==> config.mk <==
export PLATFORM = sky130hd
export DESIGN_NAME = mreq_rr_arbiter
export DESIGN_NICKNAME = d
export VERILOG_FILES = /design/src/rtl/mreq_rr_arbiter.sv
export SDC_FILE = /design/constraint.sdc
export NUM_CORES = 1
export LEC_CHECK = 0
export BUFFER_PORTS_ARGS = -buffer_cell sky130_fd_sc_hd__buf_2
export CAP_MARGIN = 10
export CORE_UTILIZATION = 35
export CTS_BUF_LIST = sky130_fd_sc_hd__clkbuf_8
export DETAILED_ROUTE_END_ITERATION = 12
export PLACE_DENSITY_LB_ADDON = 0.2
export SYNTH_ARGS = -nofsm -noshare
export SYNTH_HDL_FRONTEND = slang
export SYNTH_SLANG_ARGS = --single-unit
==> constraint.sdc <==
create_clock -name i_clk -period 1.3 [get_ports i_clk]
set_input_delay 0.325 -clock i_clk [delete_from_list [all_inputs] [get_ports i_clk]]
set_output_delay 0.325 -clock i_clk [all_outputs]
set_load 0.03 [all_outputs]
==> src/rtl/mreq_rr_arbiter.sv <==
// ============================================================================
//  Module   : mreq_rr_arbiter
//  Purpose  : Round-robin arbiter sharing one MREQ executor between NREQS
//             requesters; grant is held until the executor reports done.
//  Options  : MREQ_ARB_PRIO0_EN - requester 0 has absolute priority in IDLE.
//  Revision : 1.0 - initial release
// ============================================================================
`default_nettype none

module mreq_rr_arbiter #(
    parameter int NREQS     = 2,
    parameter int IREQ_BITS = 1,
    parameter int MREQ_BITS = 44
) (
    input  logic                       i_clk,
    input  logic                       i_rst_n,
    input  logic [NREQS-1:0]           i_mreqs_valid,
    input  logic [NREQS*MREQ_BITS-1:0] i_mreqs,
    output logic [NREQS-1:0]           o_mreqs_ready,
    output logic                       o_mreq_valid,
    output logic [MREQ_BITS-1:0]       o_mreq,
    output logic [IREQ_BITS-1:0]       o_mreq_igrant,
    input  logic                       i_mreq_ready,
    input  logic                       i_mreq_done,
    output logic                       o_busy
);

    typedef enum logic [1:0] {
        ST_IDLE  = 2'd0,
        ST_OFFER = 2'd1,
        ST_BUSY  = 2'd2
    } state_t;

    state_t                 r_state;
    logic [IREQ_BITS-1:0]   r_rr_ptr;

    logic                   w_found_hi;
    logic                   w_found_any;
    logic [IREQ_BITS-1:0]   w_sel_hi;
    logic [IREQ_BITS-1:0]   w_sel_lo;
    logic [IREQ_BITS-1:0]   w_sel;
    logic [MREQ_BITS-1:0]   w_sel_mreq;

    // Rotating scan without modulo: first valid at or above rr_ptr, otherwise
    // the lowest valid index overall (the wrapped part of the scan).
    always_comb begin
        w_found_hi  = 1'b0;
        w_found_any = 1'b0;
        w_sel_hi    = '0;
        w_sel_lo    = '0;
        for (int i = NREQS - 1; i >= 0; i--) begin
            if (i_mreqs_valid[i]) begin
                w_found_any = 1'b1;
                w_sel_lo    = IREQ_BITS'(i);
                if (IREQ_BITS'(i) >= r_rr_ptr) begin
                    w_found_hi = 1'b1;
                    w_sel_hi   = IREQ_BITS'(i);
                end
            end
        end
        w_sel = w_found_hi ? w_sel_hi : w_sel_lo;
`ifdef MREQ_ARB_PRIO0_EN
        if (i_mreqs_valid[0]) begin
            w_sel = '0;
        end
`endif
    end

    always_comb begin
        w_sel_mreq = '0;
        for (int i = 0; i < NREQS; i++) begin
            if (w_sel == IREQ_BITS'(i)) begin
                w_sel_mreq = i_mreqs[i*MREQ_BITS +: MREQ_BITS];
            end
        end
    end

    // Accept pulse decodes only in-range indices, so it can never go multi-hot.
    always_comb begin
        o_mreqs_ready = '0;
        if (r_state == ST_OFFER && i_mreq_ready) begin
            for (int i = 0; i < NREQS; i++) begin
                if (o_mreq_igrant == IREQ_BITS'(i)) begin
                    o_mreqs_ready[i] = 1'b1;
                end
            end
        end
    end

    assign o_busy = (r_state != ST_IDLE);

    always_ff @(posedge i_clk or negedge i_rst_n) begin
        if (!i_rst_n) begin
            r_state       <= ST_IDLE;
            r_rr_ptr      <= '0;
            o_mreq_valid  <= 1'b0;
            o_mreq        <= '0;
            o_mreq_igrant <= '0;
        end else begin
            case (r_state)
                ST_IDLE: begin
                    if (w_found_any) begin
                        o_mreq        <= w_sel_mreq;
                        o_mreq_igrant <= w_sel;
                        o_mreq_valid  <= 1'b1;
                        r_state       <= ST_OFFER;
                    end
                end
                ST_OFFER: begin
                    if (i_mreq_ready) begin
                        o_mreq_valid <= 1'b0;
                        r_state      <= ST_BUSY;
`ifdef MREQ_ARB_PRIO0_EN
                        if (o_mreq_igrant != '0) begin
`else
                        begin
`endif
                            if (o_mreq_igrant == IREQ_BITS'(NREQS - 1)) begin
                                r_rr_ptr <= '0;
                            end else begin
                                r_rr_ptr <= o_mreq_igrant + IREQ_BITS'(1);
                            end
                        end
                    end
                end
                ST_BUSY: begin
                    if (i_mreq_done) begin
                        r_state <= ST_IDLE;
                    end
                end
                default: begin
                    r_state      <= ST_IDLE;
                    o_mreq_valid <= 1'b0;
                end
            endcase
        end
    end

endmodule

`default_nettype wire

==> out/qor.yml, run 1 <==
floorplanning:
  fp.dieH_um: 88.0
  fp.dieArea_mm2: 0.00775
  initial_core_util_pct: 37.1
  rows: 30
  pin_count: 143
  die_width_um: 88.0
  core-area_mm2: 0.00698
yosys:
  syn_area_per_cell_um2: 11.1
  synth.largest_area_cell: "dfrtp_1"
  syn_nets: 328
  yosys.cell_types.count: 27
  synthArstFlopShare_pct: 100
  synth_area_leaders: "dfrtp_1, a2bb2oi_1, a311oi_1"
  synth_top_area_share_pct: 47.3
  synth_flop_cell: "dfrtp_1"
  ys_seq_elements: 49
  synth_edf_count: 0
  netlist_area_mm2: 0.00259
  synth_warnings: 0
  synth_cells: 234
  ys_seq_area_share_pct: 47.3
timing:
  fin_setup_tns_ns: -5.80
  rsz0062_at_grt: "true"
  maxSlewViolCount: 0
  slew_headroom_pct: 80.5
  tightestPinTransition_ns: 0.292
  timing.fmax_mhz: 639
  fin_crit_ns: 1.56
  setup-violations-final: 47
  fin_crit_sh_pct: 120
  final_hold_viol_count: 0
  fin_skew_ns: 0.00279
  setup_ws_ns: -0.265
power_and_ir_drop:
  pwr-share-comb_pct: 66.4
  p_int_mw: 6.40
  p_leak_nw: 1.83
  power_density_mw_per_mm2: 2650
  p_sw_share_pct: 44.1
  finalPower_mw: 11.5
  seqPwrFrac_pct: 24.8
  irDropWorstVdd_mv: 1.42
  clkPwrFrac_pct: 8.8
  netSwitchingPower_mw: 5.06
global_route:
  grt_antenna_before_repair: 0
  overflow: 0
  grt_pass1_vias: 2798
  grt_max_degree: 42
  grt_usage_pct: 24.1
  grt_pass1_wl_mm: 14.1
worst_hold_path:
  hp-class: "in -> reg"
  min_path_cells: 2
setup_path:
  worst_ep_arrival_time_ns: 1.24
  critical_path_class: "reg -> out"
  path_depth: 3
  cp_slowest_stage_delay_ns: 0.41
  crit_path_start_kind: "flop"
  critical_path.cell_chain: "and3b_2 > and2_4 > buf_6"
  end_kind: "primary output"
  r2r_cells: 5
  cp_top_family: "simple AND/OR/NAND/NOR gates"
  critical-path-slowest-cell: "dfrtp_1"
  crit_buf_inv: 1
  worstPathRequired_ns: 0.98
  crit_fanout: 4
final_layout:
  final_cell_mix: "buf_2, dfrtp_1, a311oi_2"
  syn2layout_area_growth_pct: 66.8
  post_route_cells_drive_above_1_share_pct: 66.8
  num-nets-final: 484
  layout_commonest_cell: "buf_2"
  insertedDiodeCount: 0
  fillCellCount: 622
  finish.utilization_pct: 61.9
cts:
  clkSlewWorstSetupHoldPaths_ns: 0.09
  tritoncts: "done"
  htreeDepth: 2
  cts_sinks: 49
  insertion_delay_ns: 0.30
  clk_path_buf_depth: 2
  clockRootBuffer: "clkbuf_8"
  cts_buffers: 5
run_status:
  status: "finished with violations"
  violations: "negative setup slack"
routing:
  dr.pass1.iters: 4
  antenna_left: 0
  routed_wl_mm: 9.09
  vias: 2802
  vias_per_cell: 5.75
  drtIter0Drc: 103
  drc: 0
  avgRoutedWirePerCell_um: 18.7
place:
  dp_slack_ns: -0.0641
  portBuffers: 142
  gp_congestion: 0.743
  dpl.hpwl_mm: 5.56
run:
  cap_violations: 0
==> layout make-up <==
cell class	instances	area, um^2	share of cell area (%)
Multi-Input combinational cell	152	1610	37.3
Sequential cell	49	1230	28.4
Clock buffer	7	96.3	2.23
Clock inverter	1	5.00	0.116
Inverter	1	3.75	0.0869
Tap cell	96	120	2.78
Timing Repair Buffer	181	1250	29.1
==> registers in the layout, summed over array words and instances, names as in the netlist <==
register and flops:
o_mreq_valid 1, o_mreq 44, r_state 2, r_rr_ptr 1, o_mreq_igrant 1
==> layer usage <==
| layer | global-route usage, % | vias to the layer above | routed length, um |
|---|---|---|---|
| met2 | 41.9 | 120 | 4560 |
| met1 | 30.2 | 1390 | 3820 |
| met4 | 8.36 | 0 | 206 |
| li1 | - | 1266 | - |
| met3 | 4.34 | 26 | 506 |
| met5 | 0 | - | 0 |
==> Yosys cell counts, types with 2 or more instances <==
library cell / instances
dfrtp_1: 49
a2bb2oi_1: 44
a311oi_1: 42
o21ai_0: 35
o21ai_1: 11
buf_6: 9
clkbuf_1: 9
buf_4: 6
buf_2: 4
nor2_1: 3
a21o_1: 2
a311oi_2: 2
buf_1: 2
nand2_1: 2
nand2b_1: 2
==> what timing repair did <==
item	in CTS	in global routing
endpoints found under the hold margin	8	0
gates resized for setup	84	19
gates cloned	4	1
pin swaps	18	10
setup buffers	9	4
hold buffers	1	0
endpoints found under the setup margin	47	49
==> cells by family (layout without fill, tap and decap cells) <==
| kind of cell | after synthesis | count (layout) | share of synthesized area, % |
|---|---|---|---|
| buffers and inverters | 33 | 190 | 8.65 |
| AOI/OAI and AO/OA | 136 | 136 | 39.7 |
| and+or+nand+nor | 16 | 16 | 4.30 |
| DFF | 49 | 49 | 47.3 |
==> metrics by stage <==
| stage | cells | instance area (um^2) | hold slack (ns) |
|---|---|---|---|
| global route | 487 | 4320 | 0.249 |
| global placement | 464 | 3460 | 0.205 |
| detailed placement | 464 | 3460 | 0.206 |
| floorplan | 234 | 2600 | 0.0294 |
| finish | 487 | 4320 | 0.261 |
| CTS | 486 | 4200 | 0.241 |
==> power groups by stage <==
stage	Sequential, mW	Combinational [mW]	Clock [mW]
2_1_floorplan	4.16	2.55	0
3_3_place_gp	2.77	5.47	0
3_5_place_dp	2.76	5.54	0
4_1_cts	2.81	7.24	1.02
5_1_grt	2.93	8.01	1.10
6_report	2.84	7.61	1.01
==> path summary, 6_finish.rpt <==
kind,startpoint,to,slack [ns]
setup / recovery,r_state[1],o_mreqs_ready[1],-0.26
hold reg to reg,o_mreq_valid,o_mreq_valid,0.49
hold / removal,i_mreq_ready,r_state[0],0.26
setup reg to reg,r_state[1],o_mreq[31],-0.20
min in group asynchronous,i_rst_n,o_mreq[33],0.41
max in group asynchronous,i_rst_n,o_mreq_igrant,0.37
Note: power is estimated with default switching activity, not from simulation.
==> inputs of run 2 (changes only) <==
--- a/config.mk
+++ b/config.mk
@@ -7,6 +7,8 @@
 export LEC_CHECK = 0
 export BUFFER_PORTS_ARGS = -buffer_cell sky130_fd_sc_hd__buf_2
 export CAP_MARGIN = 10
+export CORE_ASPECT_RATIO = 0.7
+export CORE_MARGIN = 3
 export CORE_UTILIZATION = 35
 export CTS_BUF_LIST = sky130_fd_sc_hd__clkbuf_8
 export DETAILED_ROUTE_END_ITERATION = 12
==> run 2 against run 1 <==
  * The flow still finishes with violations (negative setup slack)
  * Total power up 1.3%
  * Sequential share of layout area decreased by 0.074 points
  * Design area increased by 0.26%
  * Non-clock buffer count shrank 7
  * Maximum frequency fell by 1.3%
  * Combinational power is 2.8% higher
  * Global-route usage fell by 1.1 points
  * Critical path type unchanged
  * Critical endpoint is now o_mreqs_ready[0]
  * Largest power group unchanged
==> out/qor.yml, run 2 (synthesized netlist as in run 1, its figures left out) <==
place:
  gp_congestion: 0.734  # -1.2%
  dpl_cell_area_mm2: 0.00350  # +1.2%
  portBuffers: 142  # unchanged
  dpl.hpwl_mm: 5.87  # +5.6%
run_status:
  violations: "negative setup slack"
  status: "finished with violations"
timing:
  fin_crit_ns: 1.59  # +0.0211 ns
  slew_headroom_pct: 76.3  # -4.2 points
  fin_crit_sh_pct: 122  # +1.6 points
  final_hold_viol_count: 0  # unchanged
  fin_skew_ns: 0.00355  # +0.000757 ns
  setup-violations-final: 48  # +2.1%
  tightestPinTransition_ns: 0.355  # +0.0631 ns
  maxSlewViolCount: 0  # unchanged
  setup_ws_ns: -0.286  # -0.0211 ns
  timing.fmax_mhz: 631  # -1.3%
  rsz0062_at_grt: "true"
routing:
  met2_wirelength_mm: 4.56  # +0.18%
  routed_wl_mm: 9.67  # +6.4%
  drtIter0Drc: 134  # +30%
  avgRoutedWirePerCell_um: 20.2  # +8.4%
  drc: 0  # unchanged
  dr.pass1.iters: 4  # unchanged
  vias_per_cell: 5.84  # +1.4%
  wl_met3_um: 738  # +46%
  top_layer_used: "met4"
  met1_length_mm: 4.20  # +10%
  vias: 2790  # -0.43%
  antenna_left: 0  # unchanged
floorplanning:
  initial_core_util_pct: 37.1  # about the same
  pin_count: 143  # unchanged
  die_width_um: 109  # +24%
  rows: 25  # -17%
  fp.dieArea_mm2: 0.00848  # +9.5%
  fp.dieH_um: 78.0  # -11%
  core-area_mm2: 0.00698  # about the same
final_layout:
  num-nets-final: 477  # -1.4%
  fin_area_mm2: 0.00433  # +0.26%
  largest_reg_flops: 44  # unchanged
  layout_commonest_cell: "buf_2"
  insertedDiodeCount: 0  # unchanged
  fillCellCount: 567  # -8.8%
  seq_area_mm2: 0.00123  # unchanged
  reg_top3: "o_mreq x44, r_state x2"
  multiInputGateArea_mm2: 0.00168  # +4.0%
  regMostFlops: "o_mreq"
  finish.utilization_pct: 62.1  # +0.22 points
  final_cell_mix: "buf_2, dfrtp_1, a2bb2oi_2"
  post_route_cells_drive_above_1_share_pct: 69.8  # +3.0 points
  syn2layout_area_growth_pct: 67.2
setup_path:
  end_kind: "primary output"
  critical_path_class: "reg -> out"
  r2r_start: "r_state[1]"
  startpoint: "r_state[1]"
  crit_path_start_kind: "flop"
  crit_buf_inv: 1  # unchanged
  worstPathRequired_ns: 0.98  # about the same
  crit_fanout: 5  # +1
  cp_top_family: "simple AND/OR/NAND/NOR gates"
  worst_ep_arrival_time_ns: 1.26  # +0.02 ns
  cp_slowest_stage_delay_ns: 0.42  # about the same
  critical_path.cell_chain: "and3b_2 > nor2b_4 > buf_6"
  critical-path-slowest-cell: "dfrtp_1"
worst_hold_path:
  hp-class: "in -> async"
cts:
  cts_sinks: 49  # unchanged
  holdBufCountCts: 0  # -1
  clkSlewWorstSetupHoldPaths_ns: 0.09  # about the same
  tritoncts: "done"
  htreeDepth: 2  # unchanged
  clockRootBuffer: "clkbuf_8"
  cts_buffers: 5  # unchanged
  insertion_delay_ns: 0.29  # about the same
  clk_path_buf_depth: 2  # unchanged
global_route:
  grt_max_degree: 50  # +19%
  grt_pass1_vias: 2948  # +5.4%
  grt_pass1_wl_mm: 15.3  # +8.5%
  overflow: 0  # unchanged
  grt_usage_pct: 23.1  # -1.1 points
  grt_antenna_before_repair: 0  # unchanged
power_and_ir_drop:
  irDropWorstVdd_mv: 1.18  # -17%
  p_leak_nw: 1.81  # -1.1%
  power_density_mw_per_mm2: 2680  # +1.1%
run:
  cap_violations: 0  # unchanged
==> run 2: changes by cell type in the layout (fill, tap and decap cells not counted), moves of 4 or more <==
cell	before	now
buf_6	13	9
a311oi_1	2	9
a2bb2oi_2	22	44
buf_4	15	8
a2bb2oi_1	22	0
buf_12	7	14
a311oi_2	36	32
==> run 2: final timing paths <==
check | endpoint | slack [ns] | cells past startpoint
hold / removal | o_mreq[34] | 0.007 | 2
hold reg to reg | o_mreq_valid | 0.49 | 2
min in group i_clk | r_state[0] | 0.23 | 2
setup / recovery | o_mreqs_ready[0] | -0.29 | 3
setup reg to reg | o_mreq[7] | -0.19 | 6
max in group asynchronous | o_mreq_igrant | 1.06 | 2
==> run 2: metal layers <==
| layer | GRT usage [%] | vias to the layer above |
|---|---|---|
| met2 | 35.9 | 144 |
| met4 | 7.44 | 0 |
| met1 | 31.5 | 1380 |
| li1 | - | 1250 |
| met5 | 0 | - |
| met3 | 5.65 | 16 |
==> run 2: power breakdown <==
part           internal, mW  switching, mW  total [mW]
logic                  3.73           4.09        7.82
clock network         0.361          0.499       0.859
registers              2.31          0.621        2.93
total                  6.40           5.21        11.6
==> run 2: per-stage QoR <==
stage / hold WS, ns / TNS (ns) / instances / worst slack (ns) / power [mW]
5_1_grt: 0.0204 / -10.52 / 478 / -0.360 / 12.2
4_1_cts: 0.0139 / -8.48 / 483 / -0.281 / 11.7
6_report: 0.00749 / -7.49 / 478 / -0.286 / 11.6
3_5_place_dp: 0.337 / -2.52 / 461 / -0.0916 / 8.35
3_3_place_gp: 0.337 / -0.533 / 461 / -0.0418 / 8.29
2_1_floorplan: 0.0294 / -0.455 / 234 / -0.0169 / 6.71
==> run 2: timing repair <==
action                     4_1_cts  5_1_grt
setup endpoints to repair       48       50
resized for setup               93       22
setup buffers                   11        0
pin swaps                       10        2
cloned                           5        0
==> run 2: layout make-up <==
cell class | instances | share of cell area (%)
Clock buffer | 5 | 1.59
Tap cell | 94 | 2.72
Multi-Input combinational cell | 152 | 38.7
Timing Repair Buffer | 174 | 28.3
Inverter | 1 | 0.0867
Sequential cell | 49 | 28.3
Clock inverter | 3 | 0.260
==> inputs of run 3 (changes only) <==
--- a/config.mk
+++ b/config.mk
@@ -13,6 +13,7 @@
 export CTS_BUF_LIST = sky130_fd_sc_hd__clkbuf_8
 export DETAILED_ROUTE_END_ITERATION = 12
 export PLACE_DENSITY_LB_ADDON = 0.2
+export SKIP_LAST_GASP = 1
 export SYNTH_ARGS = -nofsm -noshare
 export SYNTH_HDL_FRONTEND = slang
 export SYNTH_SLANG_ARGS = --single-unit
==> run 3 against run 2 <==
  * The flow still finishes with violations (negative setup slack)
  * Clock-buffer cell count is the same
  * Sequential power about the same
  * Via count grew 0.25%
  * Setup slack got worse by 0.00055 ns
  * Clock skew barely moved
  * Sequential share of layout area rose by 0.16 points
==> out/qor.yml, run 3 (synthesized netlist as in run 1, its figures left out) <==
run_status:
  status: "finished with violations"
  violations: "negative setup slack"
timing:
  maxSlewViolCount: 0  # unchanged
  fin_skew_ns: 0.00313  # -0.000412 ns
  rsz0062_at_grt: "true"
  setup_ws_ns: -0.286  # -0.000552 ns
  final_hold_viol_count: 0  # unchanged
  tightestPinTransition_ns: 0.355  # -0.000268 ns
  setup-violations-final: 48  # unchanged
  holdWs_ns: 0.00795  # +0.000460 ns
  fin_crit_ns: 1.59  # +0.000552 ns
  fin_crit_sh_pct: 122  # about the same
  slew_headroom_pct: 76.3  # about the same
  timing.fmax_mhz: 630  # about the same
floorplanning:
  fp.dieArea_mm2: 0.00848  # unchanged
  die_width_um: 109  # unchanged
  fp.dieH_um: 78.0  # unchanged
  initial_core_util_pct: 37.1  # unchanged
  rows: 25  # unchanged
  pin_count: 143  # unchanged
  core-area_mm2: 0.00698  # unchanged
final_layout:
  insertedDiodeCount: 0  # unchanged
  largest_reg_flops: 44  # unchanged
  regMostFlops: "o_mreq"
  layout_commonest_cell: "buf_2"
  post_route_cells_drive_above_1_share_pct: 69.3  # -0.52 points
  syn2layout_area_growth_pct: 66.3
  finish.utilization_pct: 61.7  # -0.34 points
  reg_top3: "o_mreq x44, r_state x2"
  final_cell_mix: "buf_2, dfrtp_1, a2bb2oi_2"
  num-nets-final: 477  # unchanged
  fin_area_mm2: 0.00431  # -0.55%
place:
  portBuffers: 142  # unchanged
  dpl_cell_area_mm2: 0.00350  # unchanged
  dpl.hpwl_mm: 5.87  # unchanged
  gp_congestion: 0.734  # unchanged
cts:
  cts_sinks: 49  # unchanged
  holdBufCountCts: 0  # unchanged
  clk_path_buf_depth: 2  # unchanged
  tritoncts: "done"
  insertion_delay_ns: 0.29  # about the same
  clkSlewWorstSetupHoldPaths_ns: 0.09  # about the same
  htreeDepth: 2  # unchanged
  cts_buffers: 5  # unchanged
  clockRootBuffer: "clkbuf_8"
routing:
  vias_per_cell: 5.85  # +0.25%
  avgRoutedWirePerCell_um: 20.2  # about the same
  vias: 2797  # +0.25%
  dr.pass1.iters: 4  # unchanged
  drc: 0  # unchanged
  drtIter0Drc: 110  # -18%
  antenna_left: 0  # unchanged
  routed_wl_mm: 9.68  # about the same
setup_path:
  critical_path_class: "reg -> out"
  r2r_start: "r_state[1]"
  crit_fanout: 5  # unchanged
  worstPathRequired_ns: 0.98  # about the same
  worst_ep_arrival_time_ns: 1.26  # about the same
  r2r_slack_ns: -0.19  # about the same
  r2r_end: "o_mreq[7]"
  end_kind: "primary output"
  r2r_cells: 6  # unchanged
  crit_path_start_kind: "flop"
worst_hold_path:
  hp-class: "in -> async"
global_route:
  grt_pass1_vias: 2946  # -0.068%
  grt_max_degree: 50  # unchanged
  grt_usage_pct: 23.0  # -0.11 points
  grt_antenna_before_repair: 0  # unchanged
  grt_pass1_wl_mm: 15.3  # -0.45%
  overflow: 0  # unchanged
run:
  cap_violations: 0  # unchanged
power_and_ir_drop:
  irDropWorstVdd_mv: 1.17  # -0.17%
  power_density_mw_per_mm2: 2680  # about the same
  p_leak_nw: 1.81  # -0.20%
-- run 3: per-layer routing --
metal / up-vias / track usage (%) / routed length [um]
met5: - / 0 / 0
met2: 141 / 35.5 / 4570
met1: 1388 / 31.5 / 4220
met3: 16 / 5.65 / 716
li1: 1252 / - / -
met4: 0 / 7.44 / 167
-- run 3: worst max-delay path by stage --
stage | from | end
2_1_floorplan | r_state[0] | o_mreq[10]
3_3_place_gp | r_state[0] | o_mreq[34]
3_5_place_dp | r_state[0] | o_mreq[25]
4_1_cts | r_state[1] | o_mreqs_ready[1]
5_1_grt | r_state[1] | o_mreqs_ready[0]
6_report | r_state[1] | o_mreqs_ready[0]
-- run 3: what timing repair did --
action,4_1_cts,5_1_grt
buffers inserted,11,0
cloned,5,0
resized for setup,89,23
setup endpoints to repair,48,50
pin swaps,10,1
-- run 3: power by group --
| part | switching, mW | internal, mW | leakage (nW) |
|---|---|---|---|
| clock network | 0.498 | 0.361 | 0.0519 |
| logic | 4.06 | 3.70 | 1.21 |
| registers | 0.618 | 2.31 | 0.549 |
-- run 3: worst max-delay path: stages, from the launching register on --
cell and delay, ns:
dfrtp_1 0.42, and3b_2 0.28, nor2b_4 0.15, buf_6 0.13
-- run 3: stage by stage --
stage / setup slack, ns / power, mW / TNS, ns / std cells
6_report: -0.286 / 11.5 / -7.46 / 478
3_3_place_gp: -0.0418 / 8.29 / -0.533 / 461
2_1_floorplan: -0.0169 / 6.71 / -0.455 / 234
3_5_place_dp: -0.0916 / 8.35 / -2.52 / 461
4_1_cts: -0.281 / 11.6 / -8.53 / 483
5_1_grt: -0.361 / 12.2 / -10.52 / 478
-- run 3: cell type report --
type	count	area, um^2
sequential	49	1230
clock buffer	5	68.8
multi-input combinational	152	1650
tap	94	118
timing repair buffer	174	1220
inverter	1	3.75
clock inverter	3	11.3
fill	572	2670
